### src/rtl/fifo_tx_sched_if.sv
// Handshake bundle between the TX scheduler, its FIFO and the transmitter.
interface fifo_tx_sched_if;
  logic       fcr_wr;
  logic [7:0] fcr_din;
  logic       fifo_empty;
  logic [7:0] fifo_dout;
  logic       fifo_en;
  logic       fifo_pop;
  logic       fifo_clr;
  logic [3:0] fifo_threshold;
  logic       tx_valid;
  logic [7:0] tx_data;
  logic       tx_ready;
  logic       thre_irq;
  logic [7:0] tx_count;

  // Scheduler side
  modport master (
    input  fcr_wr, fcr_din, fifo_empty, fifo_dout, tx_ready,
    output fifo_en, fifo_pop, fifo_clr, fifo_threshold, tx_valid, tx_data, thre_irq, tx_count
  );

  // Environment side (FIFO, transmitter, register host)
  modport slave (
    output fcr_wr, fcr_din, fifo_empty, fifo_dout, tx_ready,
    input  fifo_en, fifo_pop, fifo_clr, fifo_threshold, tx_valid, tx_data, thre_irq, tx_count
  );
endinterface

### src/rtl/fifo_tx_sched.sv
// TX FIFO scheduler: moves bytes one at a time from the TX FIFO to the transmitter,
// owns the FIFO control register and raises the holding-register-empty indication.
module fifo_tx_sched (
  input logic             clk,
  input logic             rst,
  fifo_tx_sched_if.master bus
);

  typedef enum logic [2:0] {
    StIdle    = 3'd0,
    StPop     = 3'd1,
    StCapture = 3'd2,
    StSend    = 3'd3,
    StClear   = 3'd4
  } state_e;

  state_e     state_q;
  logic       fifo_en_q;
  logic [3:0] threshold_q;
  logic       pop_q;
  logic       clr_q;
  logic       tx_valid_q;
  logic [7:0] tx_data_q;
  logic [7:0] tx_count_q;
  logic       thre_q;
  logic       thre_d;
  logic       clr_pend_q;
  logic       clr_pend_d;
  logic       clr_req;

  // Reserved FCR bits carry no meaning here
  logic unused_fcr_bits;
  assign unused_fcr_bits = ^{bus.fcr_din[5:3], bus.fcr_din[1]};

  assign clr_req = bus.fcr_wr & bus.fcr_din[2];

  function automatic logic [3:0] trig_level(input logic [1:0] code);
    logic [3:0] lvl;
    case (code)
      2'b00:   lvl = 4'd1;
      2'b01:   lvl = 4'd4;
      2'b10:   lvl = 4'd8;
      default: lvl = 4'd14;
    endcase
    return lvl;
  endfunction

  // FIFO control register: enable and trigger level update in any state
  always_ff @(posedge clk or posedge rst) begin
    if (rst) begin
      fifo_en_q   <= 1'b0;
      threshold_q <= 4'd1;
    end else if (bus.fcr_wr) begin
      fifo_en_q   <= bus.fcr_din[0];
      threshold_q <= trig_level(bus.fcr_din[7:6]);
    end
  end

  // Clear-pending next state; a request landing while the pulse is already
  // being issued is absorbed by that same pulse
  always_comb begin
    clr_pend_d = clr_pend_q;
    if (state_q == StClear) begin
      clr_pend_d = 1'b0;
    end else if (clr_req) begin
      clr_pend_d = 1'b1;
    end
  end

  // Holding-register-empty condition, registered so it lags the state by one cycle
  always_comb begin
    thre_d = (state_q == StIdle) && bus.fifo_empty && !clr_pend_q;
  end

  // Clear-pending flag and THRE register
  always_ff @(posedge clk or posedge rst) begin
    if (rst) begin
      clr_pend_q <= 1'b0;
      thre_q     <= 1'b0;
    end else begin
      clr_pend_q <= clr_pend_d;
      thre_q     <= thre_d;
    end
  end

  // Transfer FSM with registered pop/clear/valid outputs
  always_ff @(posedge clk or posedge rst) begin
    if (rst) begin
      state_q    <= StIdle;
      pop_q      <= 1'b0;
      clr_q      <= 1'b0;
      tx_valid_q <= 1'b0;
      tx_data_q  <= 8'h00;
      tx_count_q <= 8'h00;
    end else begin
      pop_q <= 1'b0;
      clr_q <= 1'b0;
      case (state_q)
        StIdle: begin
          // Clear wins over a new pop; pop only on a non-empty FIFO
          if (clr_pend_q) begin
            state_q <= StClear;
            clr_q   <= 1'b1;
          end else if (fifo_en_q && !bus.fifo_empty) begin
            state_q <= StPop;
            pop_q   <= 1'b1;
          end
        end
        StPop: begin
          state_q <= StCapture;
        end
        StCapture: begin
          // FIFO read data is valid the cycle after the pop
          tx_data_q  <= bus.fifo_dout;
          tx_valid_q <= 1'b1;
          state_q    <= StSend;
        end
        StSend: begin
          if (bus.tx_ready) begin
            tx_valid_q <= 1'b0;
            tx_count_q <= tx_count_q + 8'd1;
            state_q    <= StIdle;
          end
        end
        StClear: begin
          state_q <= StIdle;
        end
        default: begin
          state_q <= StIdle;
        end
      endcase
    end
  end

  assign bus.fifo_en        = fifo_en_q;
  assign bus.fifo_threshold = threshold_q;
  assign bus.fifo_pop       = pop_q;
  assign bus.fifo_clr       = clr_q;
  assign bus.tx_valid       = tx_valid_q;
  assign bus.tx_data        = tx_data_q;
  assign bus.tx_count       = tx_count_q;
  assign bus.thre_irq       = thre_q;

endmodule
### src/flat_wrapper.sv
// flat-port wrapper written by rule: the top's interface ports become plain ports
module fifo_tx_sched_flat 
  (clk, rst, bus_fcr_wr, bus_fcr_din, bus_fifo_empty, bus_fifo_dout, bus_tx_ready, bus_fifo_en, bus_fifo_pop, bus_fifo_clr, bus_fifo_threshold, bus_tx_valid, bus_tx_data, bus_thre_irq, bus_tx_count);
  fifo_tx_sched_if bus_i ();
  input logic clk;
  input logic rst;
  input wire logic [$bits(bus_i.fcr_wr)-1:0] bus_fcr_wr;
  input wire logic [$bits(bus_i.fcr_din)-1:0] bus_fcr_din;
  input wire logic [$bits(bus_i.fifo_empty)-1:0] bus_fifo_empty;
  input wire logic [$bits(bus_i.fifo_dout)-1:0] bus_fifo_dout;
  input wire logic [$bits(bus_i.tx_ready)-1:0] bus_tx_ready;
  output wire logic [$bits(bus_i.fifo_en)-1:0] bus_fifo_en;
  output wire logic [$bits(bus_i.fifo_pop)-1:0] bus_fifo_pop;
  output wire logic [$bits(bus_i.fifo_clr)-1:0] bus_fifo_clr;
  output wire logic [$bits(bus_i.fifo_threshold)-1:0] bus_fifo_threshold;
  output wire logic [$bits(bus_i.tx_valid)-1:0] bus_tx_valid;
  output wire logic [$bits(bus_i.tx_data)-1:0] bus_tx_data;
  output wire logic [$bits(bus_i.thre_irq)-1:0] bus_thre_irq;
  output wire logic [$bits(bus_i.tx_count)-1:0] bus_tx_count;
  assign bus_i.fcr_wr = bus_fcr_wr;
  assign bus_i.fcr_din = bus_fcr_din;
  assign bus_i.fifo_empty = bus_fifo_empty;
  assign bus_i.fifo_dout = bus_fifo_dout;
  assign bus_i.tx_ready = bus_tx_ready;
  assign bus_fifo_en = bus_i.fifo_en;
  assign bus_fifo_pop = bus_i.fifo_pop;
  assign bus_fifo_clr = bus_i.fifo_clr;
  assign bus_fifo_threshold = bus_i.fifo_threshold;
  assign bus_tx_valid = bus_i.tx_valid;
  assign bus_tx_data = bus_i.tx_data;
  assign bus_thre_irq = bus_i.thre_irq;
  assign bus_tx_count = bus_i.tx_count;
  fifo_tx_sched u_core (.clk(clk), .rst(rst), .bus(bus_i));
endmodule
### config.mk
export PLATFORM = sky130hd
export DESIGN_NAME = fifo_tx_sched_flat
export DESIGN_NICKNAME = d
export VERILOG_FILES = /design/src/rtl/fifo_tx_sched_if.sv /design/src/rtl/fifo_tx_sched.sv /design/src/flat_wrapper.sv
export SDC_FILE = /design/constraint.sdc
export NUM_CORES = 1
export LEC_CHECK = 0
export BUFFER_PORTS_ARGS = -buffer_cell sky130_fd_sc_hd__buf_2
export CAP_MARGIN = 15
export CELL_PAD_IN_SITES_DETAIL_PLACEMENT = 1
export CELL_PAD_IN_SITES_GLOBAL_PLACEMENT = 1
export CORE_ASPECT_RATIO = 1.1
export CORE_MARGIN = 2
export CORE_UTILIZATION = 30
export CTS_BUF_LIST = sky130_fd_sc_hd__clkbuf_16
export CTS_CLUSTER_DIAMETER = 120
export CTS_CLUSTER_SIZE = 30
export DETAILED_ROUTE_END_ITERATION = 12
export PLACE_DENSITY = 0.64
export REMOVE_ABC_BUFFERS = 1
export SYNTH_ARGS = -nofsm -noshare
export SYNTH_HDL_FRONTEND = slang
export SYNTH_SLANG_ARGS = --single-unit
### constraint.sdc
create_clock -name clk -period 1.22 [get_ports clk]
set_input_delay 0.122 -clock clk [delete_from_list [all_inputs] [get_ports clk]]
set_output_delay 0.122 -clock clk [all_outputs]
set_load 0.05 [all_outputs]
# Word level (Yosys, flattened, before mapping)
# Index checks and enable logic that the tools add are counted.
[totals] ff_bits=29 in_bits=21 out_inout_bits=25 elab_cells=46
[classes] n_addsub=1 eq_ne=8 mux=14 bitwise=1 n_reduce_logical=12
[op_table] operator="$pmux W3 S4" count=1
[op_table] operator="$pmux W4 S3" count=1
[op_table] operator="$mux W3" count=3
[op_table] operator="$add A8 B1 Y8 const B" count=1
[op_table] operator="$mux W1" count=8
[op_table] operator="$eq A3 B2 Y1 const B" count=2
[op_table] operator="$reduce_and A2 Y1" count=3
[op_table] operator="$reduce_bool A2 Y1" count=2
[op_table] operator="$eq A3 B1 Y1 const B" count=1
[op_table] operator="$eq A3 B3 Y1 const B" count=1
[op_table] operator="$logic_and A1 B1 Y1" count=3
[op_table] operator="$logic_not A3 Y1" count=1
[op_table] operator="$ne A3 B2 Y1 const B" count=1
[op_table] operator="$eq A2 B1 Y1 const B" count=1
[op_table] operator="$eq A2 B2 Y1 const B" count=1
[op_table] operator="$logic_not A1 Y1" count=2
[op_table] operator="$logic_not A2 Y1" count=1
[op_table] operator="$ne A2 B2 Y1 const B" count=1
[op_table] operator="$pmux W1 S2" count=1
[op_table] operator="$and A1 B1 Y1" count=1

# Depth between registers and ports, before layout
# Gate-level depths: netlist (run 1).
[depth] word_depth=5 ltp_mapped=4 ltp_nobuf=4

# Least setup slack after synthesis (run 1)
# No wires, ideal clock.
[synth_path] path_type="register to register" start="register u_core.tx_count_q[0], in the netlist u_core.bus.tx_count[0]" end="register u_core.tx_count_q[4], in the netlist u_core.bus.tx_count[4]" setup_ns=0.082 arrival_ns=1.384 required_time_ns=1.138 setup_slack_ns=-0.247 stages_incl_launch_ff=5 period_less_slack_ns=1.467 path_cell_list="dfrtp_1 -> ha_1 -> nand2_1 -> nor4b_2 -> xor2_1"
[synth_between] elab_chain_cells=1
[synth_lines] element="start, declared" line="fifo_tx_sched.sv:24" text="logic [7:0] tx_count_q;"
[synth_lines] element="start signal, assigned" line="fifo_tx_sched.sv:121" text="tx_count_q <= tx_count_q + 8'd1;"
[synth_lines] element="$add A8 B1 Y8" line="fifo_tx_sched.sv:121"
# No other way between the ends.
# A chain may end at the register's enable or synchronous reset.

# Final worst setup path (run 1)
[layout_path] start="register u_core.state_q[0]" end="register u_core.tx_data_q[2], in the netlist u_core.bus.tx_data[2]"
[layout_between] elab_chain_cells=1
[layout_lines] element="start, declared" line="fifo_tx_sched.sv:17" text="state_e state_q;"
[layout_lines] element="start signal, assigned" line="fifo_tx_sched.sv:89" text="state_q <= StIdle;"
[layout_lines] element="start signal, assigned" line="fifo_tx_sched.sv:102" text="state_q <= StClear;"
[layout_lines] element="start signal, assigned" line="fifo_tx_sched.sv:105" text="state_q <= StPop;"
[layout_lines] element="$eq A3 B2 Y1" line="fifo_tx_sched.sv:98" text="case (state_q)"
[layout_lines] element="end signal, assigned" line="fifo_tx_sched.sv:114" text="tx_data_q <= bus.fifo_dout;"
[layout_lines] element="end, declared" line="fifo_tx_sched.sv:23" text="logic [7:0] tx_data_q;"
# No other way between the ends.

==> impl_metrics.json, run 1 <==
{
  "crit_path_max_incr_delay_ns": 0.44,
  "crit_fanout": 9,
  "cts.clk_slew.worst_paths_ns": 0.05,
  "post_drt_via_cell_ratio": 4.41,
  "hpwl_um": 1970,
  "grt_max_degree": 30,
  "drc": 0,
  "diodes": 0,
  "power_frac_comb_pct": 44.5,
  "worst_pin_slew_ns": 0.362,
  "hold_viol": 0,
  "die_y_um": 71.3,
  "yosysTopAreaCellShare_pct": 56.7,
  "setup_tns_ns": -0.387,
  "start_kind": "flop",
  "power_switching_mw": 2.15,
  "wl_per_cell_um": 13.9,
  "antenna_found_initial": 0,
  "syn_area_um2": 1240,
  "internal_power_mw": 3.43,
  "yosysMostFrequentCell": "dfrtp_1",
  "p_clk_share_pct": 27.9,
  "synth-seq-area-share_pct": 58.8,
  "crit_chain": "nor3b_4 > buf_12 > mux2_4",
  "ys_warn_count": 0,
  "dpl_cell_area_um2": 1560,
  "fp.dieArea_um2": 4650,
  "first_iter_violations": 18,
  "drtAntennaViolNets": 0,
  "worst_ep_required_time_ns": 1.37,
  "synth-seq-cells": 29,
  "cp.buffers_inverters": 1,
  "rsz0062_at_grt": "true",
  "synth_cell_types": 28,
  "powerDensity_nw_per_um2": 3000,
  "grt_pass1_wl_um": 4560,
  "pin_count": 46,
  "synth-simple-area-share_pct": 16.8,
  "cpMaxStageDelayCell": "dfrtp_2",
  "h-tree-depth": 2,
  "start_util_pct": 31.2,
  "clock_latency_ns": 0.27,
  "async_reset_ff_share_pct": 100,
  "layout_min_cycle_time_ns": 1.27,
  "syn_inst": 88,
  "irDropWorstVdd_v": 0.00176,
  "rows": 24,
  "maxCapViolCount": 0,
  "postLayoutCellArea_um2": 1860,
  "final_nets": 168,
  "synth_ff_type": "dfrtp_1",
  "synth_top_family_by_area": "simple AND/OR/NAND/NOR gates",
  "chipWidth_um": 65.2,
  "gp_congestion": 0.742,
  "areaGrowthSynthToFinish_pct": 50.5,
  "grt_pass1_vias": 948,
  "synth_area_leader_cell": "dfrtp_1",
  "grt_overflow": 0,
  "fmax_ghz": 0.788,
  "firstDrtPassIters": 3,
  "synth_top_cells_by_area": "dfrtp_1 (57%), mux2_2 (12%), xor2_1 (4.3%)",
  "synth-compound-area-share_pct": 2.63,
  "maxSlewViolCount": 0,
  "slew_headroom_pct": 75.8,
  "synth_edf_count": 0,
  "gr-usage-all-layers_pct": 13.2,
  "drive_gt1_share_pct": 59.9,
  "cpLargestDelayFamily": "flip-flops",
  "cts_buffers": 5,
  "hold_class": "in -> reg",
  "io_buffers": 41,
  "synth_xor_area_share_pct": 4.96,
  "pwr-share-seq_pct": 27.6,
  "synthTopCellsByCount": "dfrtp_1 (28), mux2_2 (13), xor2_1 (6)",
  "pre_cts_ws_ns": -0.0709,
  "wl_um": 2770,
  "violations": "negative setup slack",
  "setup_viol": 10,
  "vias": 878,
  "synthMuxAreaShare_pct": 11.8,
  "setup_slack_ns": -0.0495,
  "coreArea_um2": 3960,
  "worstPathArrival_ns": 1.41,
  "root_buffer": "clkbuf_16",
  "cts_sinks": 29,
  "cts_tree": "built",
  "clockBufferDepth": 2,
  "avgSynthCellArea_um2": 14.0,
  "switching_share_pct": 38.5,
  "clock-skew-final_ns": 0.00311,
  "cp-end-kind": "flop",
  "critPathKind": "reg -> reg",
  "outcome": "complete, but fails checks",
  "post_synth_fa_ha_maj_area_fraction_pct": 1.01,
  "period_share_pct": 104,
  "p_leak_nw": 0.952
}
## layout make-up
cell class / count / area (µm²)
Fill cell: 442 / 2100
Multi-Input combinational cell: 51 / 524
Clock inverter: 3 / 65.1
Clock buffer: 5 / 125
Tap cell: 52 / 65.1
Sequential cell: 29 / 729
Inverter: 4 / 15.0
Timing Repair Buffer: 55 / 337
## cells by family (layout without fill, tap and decap cells)
family	count (synthesis)	after routing
flops	29	29
buf+inv	8	67
simple gates	25	25
xor+xnor	7	7
compound gates	5	5
fa+ha+maj	1	1
mux	13	13
## what timing repair did
| item | in CTS | in global routing |
|---|---|---|
| hold buffers | 1 | 0 |
| gates cloned | 0 | 0 |
| buffers inserted | 0 | 3 |
| pin swaps | 3 | 5 |
| setup endpoints to repair | 12 | 15 |
| endpoints found under the hold margin | 28 | 0 |
| resized for setup | 10 | 8 |
## layout by cell type, fill, tap and decap left out, types with 2 or more instances in the layout
master     netlist  final
buf_6            2      3
inv_1            4      4
buf_2            0     41
clkbuf_16        0      5
mux2_4           0      8
bufinv_16        0      2
mux2_2          13      5
xor2_1           6      6
dfrtp_2          0      2
nor3_1           3      2
buf_4            1      9
nor2_1           4      4
nor4b_4          0      2
nand2_1          5      5
dfrtp_1         28     26
nor4b_1          2      2
a21oi_1          2      2
## through the flow
| stage | power [mW] | utilization, % | hold WS [ns] | cells |
|---|---|---|---|---|
| CTS | 5.48 | 45.5 | 0.0747 | 196 |
| floorplan | 3.03 | - | 0.199 | 84 |
| detailed placement | 3.78 | 39.4 | 0.212 | 187 |
| finish | 5.59 | 46.9 | 0.0828 | 199 |
| global placement | 3.68 | 39.4 | 0.209 | 187 |
| global route | 5.85 | 46.9 | 0.0857 | 199 |
## path summary, 6_finish.rpt
| path | start | end | slack (ns) | depth (start not counted) |
|---|---|---|---|---|
| worst min-delay path | bus_fifo_dout[3] | u_core.bus.tx_data[3]$_DFFE_PP0N_ | 0.08 | 2 |
| worst min register to register | u_core.bus.tx_count[7]$_DFFE_PP0P_ | u_core.bus.tx_count[7]$_DFFE_PP0P_ | 0.47 | 1 |
| min in group asynchronous | rst | u_core.bus.tx_count[1]$_DFFE_PP0P_ | 0.46 | 4 |
| worst max-delay path | u_core.state_q[0]$_DFFE_PP0P_ | u_core.bus.tx_data[2]$_DFFE_PP0N_ | -0.05 | 3 |
| max in group asynchronous | rst | u_core.bus.fifo_threshold[0]$_DFFE_PP1P_ | 0.46 | 4 |
| worst max register to register | u_core.state_q[0]$_DFFE_PP0P_ | u_core.bus.tx_data[2]$_DFFE_PP0N_ | -0.05 | 3 |
## metal layers
layer  up-vias  track usage, %  routed length [µm]
li1        420               -                   -
met5         -               0                   0
met3         4            3.14                 112
met1       432            14.1                1060
met2        22            23.1                1550
met4         0            8.33                  48
## registers in the layout (all words and copies together), names as in the netlist
register                   cells
u_core.bus.tx_count            8
u_core.bus.tx_data             8
u_core.bus.fifo_threshold      4
u_core.state_q                 3
u_core.bus.fifo_clr            1
u_core.bus.fifo_en             1
u_core.bus.fifo_pop            1
u_core.bus.thre_irq            1
u_core.bus.tx_valid            1
u_core.clr_pend_q              1
## power by group through the flow
| stage | logic, mW | clock network (mW) | registers (mW) |
|---|---|---|---|
| 2_1_floorplan | 0.589 | 0 | 2.44 |
| 3_3_place_gp | 2.18 | 0 | 1.50 |
| 3_5_place_dp | 2.24 | 0 | 1.53 |
| 4_1_cts | 2.35 | 1.59 | 1.53 |
| 5_1_grt | 2.63 | 1.64 | 1.59 |
| 6_report | 2.49 | 1.56 | 1.54 |
No activity file was read; power rests on OpenSTA's default activity.
==> run 2: changes to the inputs <==
Settings changed: CORE_MARGIN 2 to 1.5, CTS_CLUSTER_SIZE 30 to 25.
==> run 2 against run 1 <==
  * The flow still finishes with violations (negative setup slack)
  * Maximum frequency is 1.4% higher
  * Non-clock buffer count is 1 higher
  * Critical path depth stayed put
  * Clock skew is 0.0010 ns higher
  * Final cell count is 0.50% higher
  * Setup slack better by 0.017 ns
  * Power is 10% lower
  * Design area is 3.0% lower
  * Via count is 3.5% higher
  * Clock power is 29% lower
  * Critical path type unchanged
==> impl_metrics.json, run 2 (same netlist as run 1, synthesis figures left out) <==
{
  "period_share_pct": 103,
  "critPathKind": "reg -> reg",
  "worstPathArrival_ns": 1.40,
  "antenna_found_initial": 0,
  "grt_pass1_vias": 1054,
  "wl_um": 2820,
  "hpwl_um": 2070,
  "clock-skew-final_ns": 0.00412,
  "start_util_pct": 31.2,
  "start_kind": "flop",
  "powerDensity_nw_per_um2": 2770,
  "final_cell_mix": "buf_2 (41), dfrtp_1 (26), mux2_2 (12)",
  "topRoutingLayerUsed": "met4",
  "fmax_ghz": 0.799,
  "cts_buffers": 5,
  "final_common_cell": "buf_2",
  "r2r_slack_ns": -0.03,
  "postLayoutCellArea_um2": 1810,
  "final_nets": 169,
  "root_buffer": "clkbuf_16",
  "wl_met1_um": 992,
  "clock_latency_ns": 0.27,
  "outcome": "complete, but fails checks",
  "cpMaxStageDelayCell": "dfrtp_2",
  "post_drt_via_cell_ratio": 4.55,
  "hold_class": "in -> reg",
  "fp.dieArea_um2": 4520,
  "firstDrtPassIters": 3,
  "gp_congestion": 0.773,
  "critPathLaunch": "u_core.state_q[2]$_DFFE_PP0P_",
  "irDropWorstVdd_v": 0.00125,
  "worst_ep_required_time_ns": 1.37,
  "grt_max_degree": 21,
  "drive_gt1_share_pct": 58.8,
  "vias": 909,
  "crit_fanout": 4,
  "p_leak_nw": 0.934,
  "maxSlewViolCount": 0,
  "wl_per_cell_um": 14.1,
  "pin_count": 46,
  "rsz0062_at_grt": "true",
  "grt_overflow": 0,
  "h-tree-depth": 2,
  "crit_chain": "nor3b_4 > buf_4 > mux2_2",
  "cp-end-kind": "flop",
  "timing.rr.start": "u_core.state_q[2]$_DFFE_PP0P_",
  "crit_path_max_incr_delay_ns": 0.43,
  "dpl_cell_area_um2": 1570,
  "wl_met2_um": 1650,
  "setup_tns_ns": -0.310,
  "drc": 0,
  "clockBufferDepth": 2,
  "maxCapViolCount": 0,
  "setup_slack_ns": -0.0321,
  "drtAntennaViolNets": 0,
  "rows": 24,
  "die_y_um": 70.3,
  "setup_viol": 12,
  "cts_tree": "built",
  "hp-start": "bus_fifo_dout[2]",
  "r2r_end": "u_core.bus.tx_data[4]$_DFFE_PP0N_",
  "io_buffers": 41,
  "chipWidth_um": 64.2,
  "slew_headroom_pct": 71.2,
  "areaGrowthSynthToFinish_pct": 46.1,
  "layout_min_cycle_time_ns": 1.25,
  "final_util_pct": 45.5,
  "holdPathEnd": "u_core.bus.tx_data[2]$_DFFE_PP0N_",
  "cts.clk_slew.worst_paths_ns": 0.05,
  "wl_met3_um": 125,
  "diodes": 0,
  "grt_pass1_wl_um": 4820,
  "hold_depth": 2,
  "pre_cts_ws_ns": -0.0704,
  "cts_sinks": 29,
  "gr-usage-all-layers_pct": 14.1,
  "worst_pin_slew_ns": 0.431,
  "hold_viol": 0,
  "first_iter_violations": 12,
  "rr_worst_depth": 3,
  "coreArea_um2": 3960,
  "violations": "negative setup slack"
}
[run 2: cell types whose count changed in the layout (fill, tap and decap cells not counted), sizes merged]
cell    change
inv         +3
bufinv      -2
buf         +1
clkinv      -1
[run 2: stage by stage]
stage	power [mW]	std cells	hold WS, ns
floorplan	3.03	84	0.199
global placement	3.65	188	0.136
detailed placement	3.74	188	0.145
CTS	4.97	198	0.0774
global route	5.29	200	0.0848
finish	5.00	200	0.0841
[run 2: area by class of cell]
cell class	instances	area [µm²]
flip-flops and latches	29	729
clock buffers	5	125
well taps	52	65.1
fillers	461	2160
clock inverters	3	11.3
inverters	4	15.0
repair buffers	56	348
multi-input cells	51	512
[run 2: layer usage]
metal | track usage, % | up-vias
met5 | 0 | -
met4 | 6.38 | 0
met3 | 3.54 | 4
met2 | 26.3 | 26
met1 | 14.6 | 449
li1 | - | 430
[run 2: what timing repair did]
| item | in CTS | in global routing |
|---|---|---|
| hold buffers | 1 | 0 |
| gates resized for setup | 4 | 11 |
| hold endpoints to repair | 8 | 0 |
| pin swaps | 2 | 3 |
| buffers inserted | 1 | 2 |
| endpoints found under the setup margin | 14 | 17 |
[run 2: power breakdown]
part	leakage [nW]	switching [mW]	total [mW]	internal (mW)
registers	0.353	0.248	1.53	1.28
clock network	0.0776	0.382	1.11	0.729
logic	0.503	1.48	2.36	0.881
total	0.934	2.11	5.00	2.89
[run 2: how the worst max path moves through the flow]
stage	cells past startpoint	slack, ns	to
finish	3	-0.03	u_core.bus.tx_data[4]$_DFFE_PP0N_
global route	3	-0.09	u_core.bus.tx_data[7]$_DFFE_PP0N_
CTS	4	-0.05	u_core.bus.tx_count[4]$_DFFE_PP0P_
detailed placement	4	-0.07	u_core.bus.tx_count[3]$_DFFE_PP0P_
global placement	3	-0.04	u_core.bus.tx_data[5]$_DFFE_PP0N_
floorplan	4	-0.25	u_core.bus.tx_count[4]$_DFFE_PP0P_
[run 2: worst max-delay path: cells and delay by family, from the launching register on]
family,cells,cell delay [ns]
buffers and inverters,1,0.16
multiplexers,1,0.33
flip-flops,1,0.43
AND/OR/NAND/NOR,1,0.21
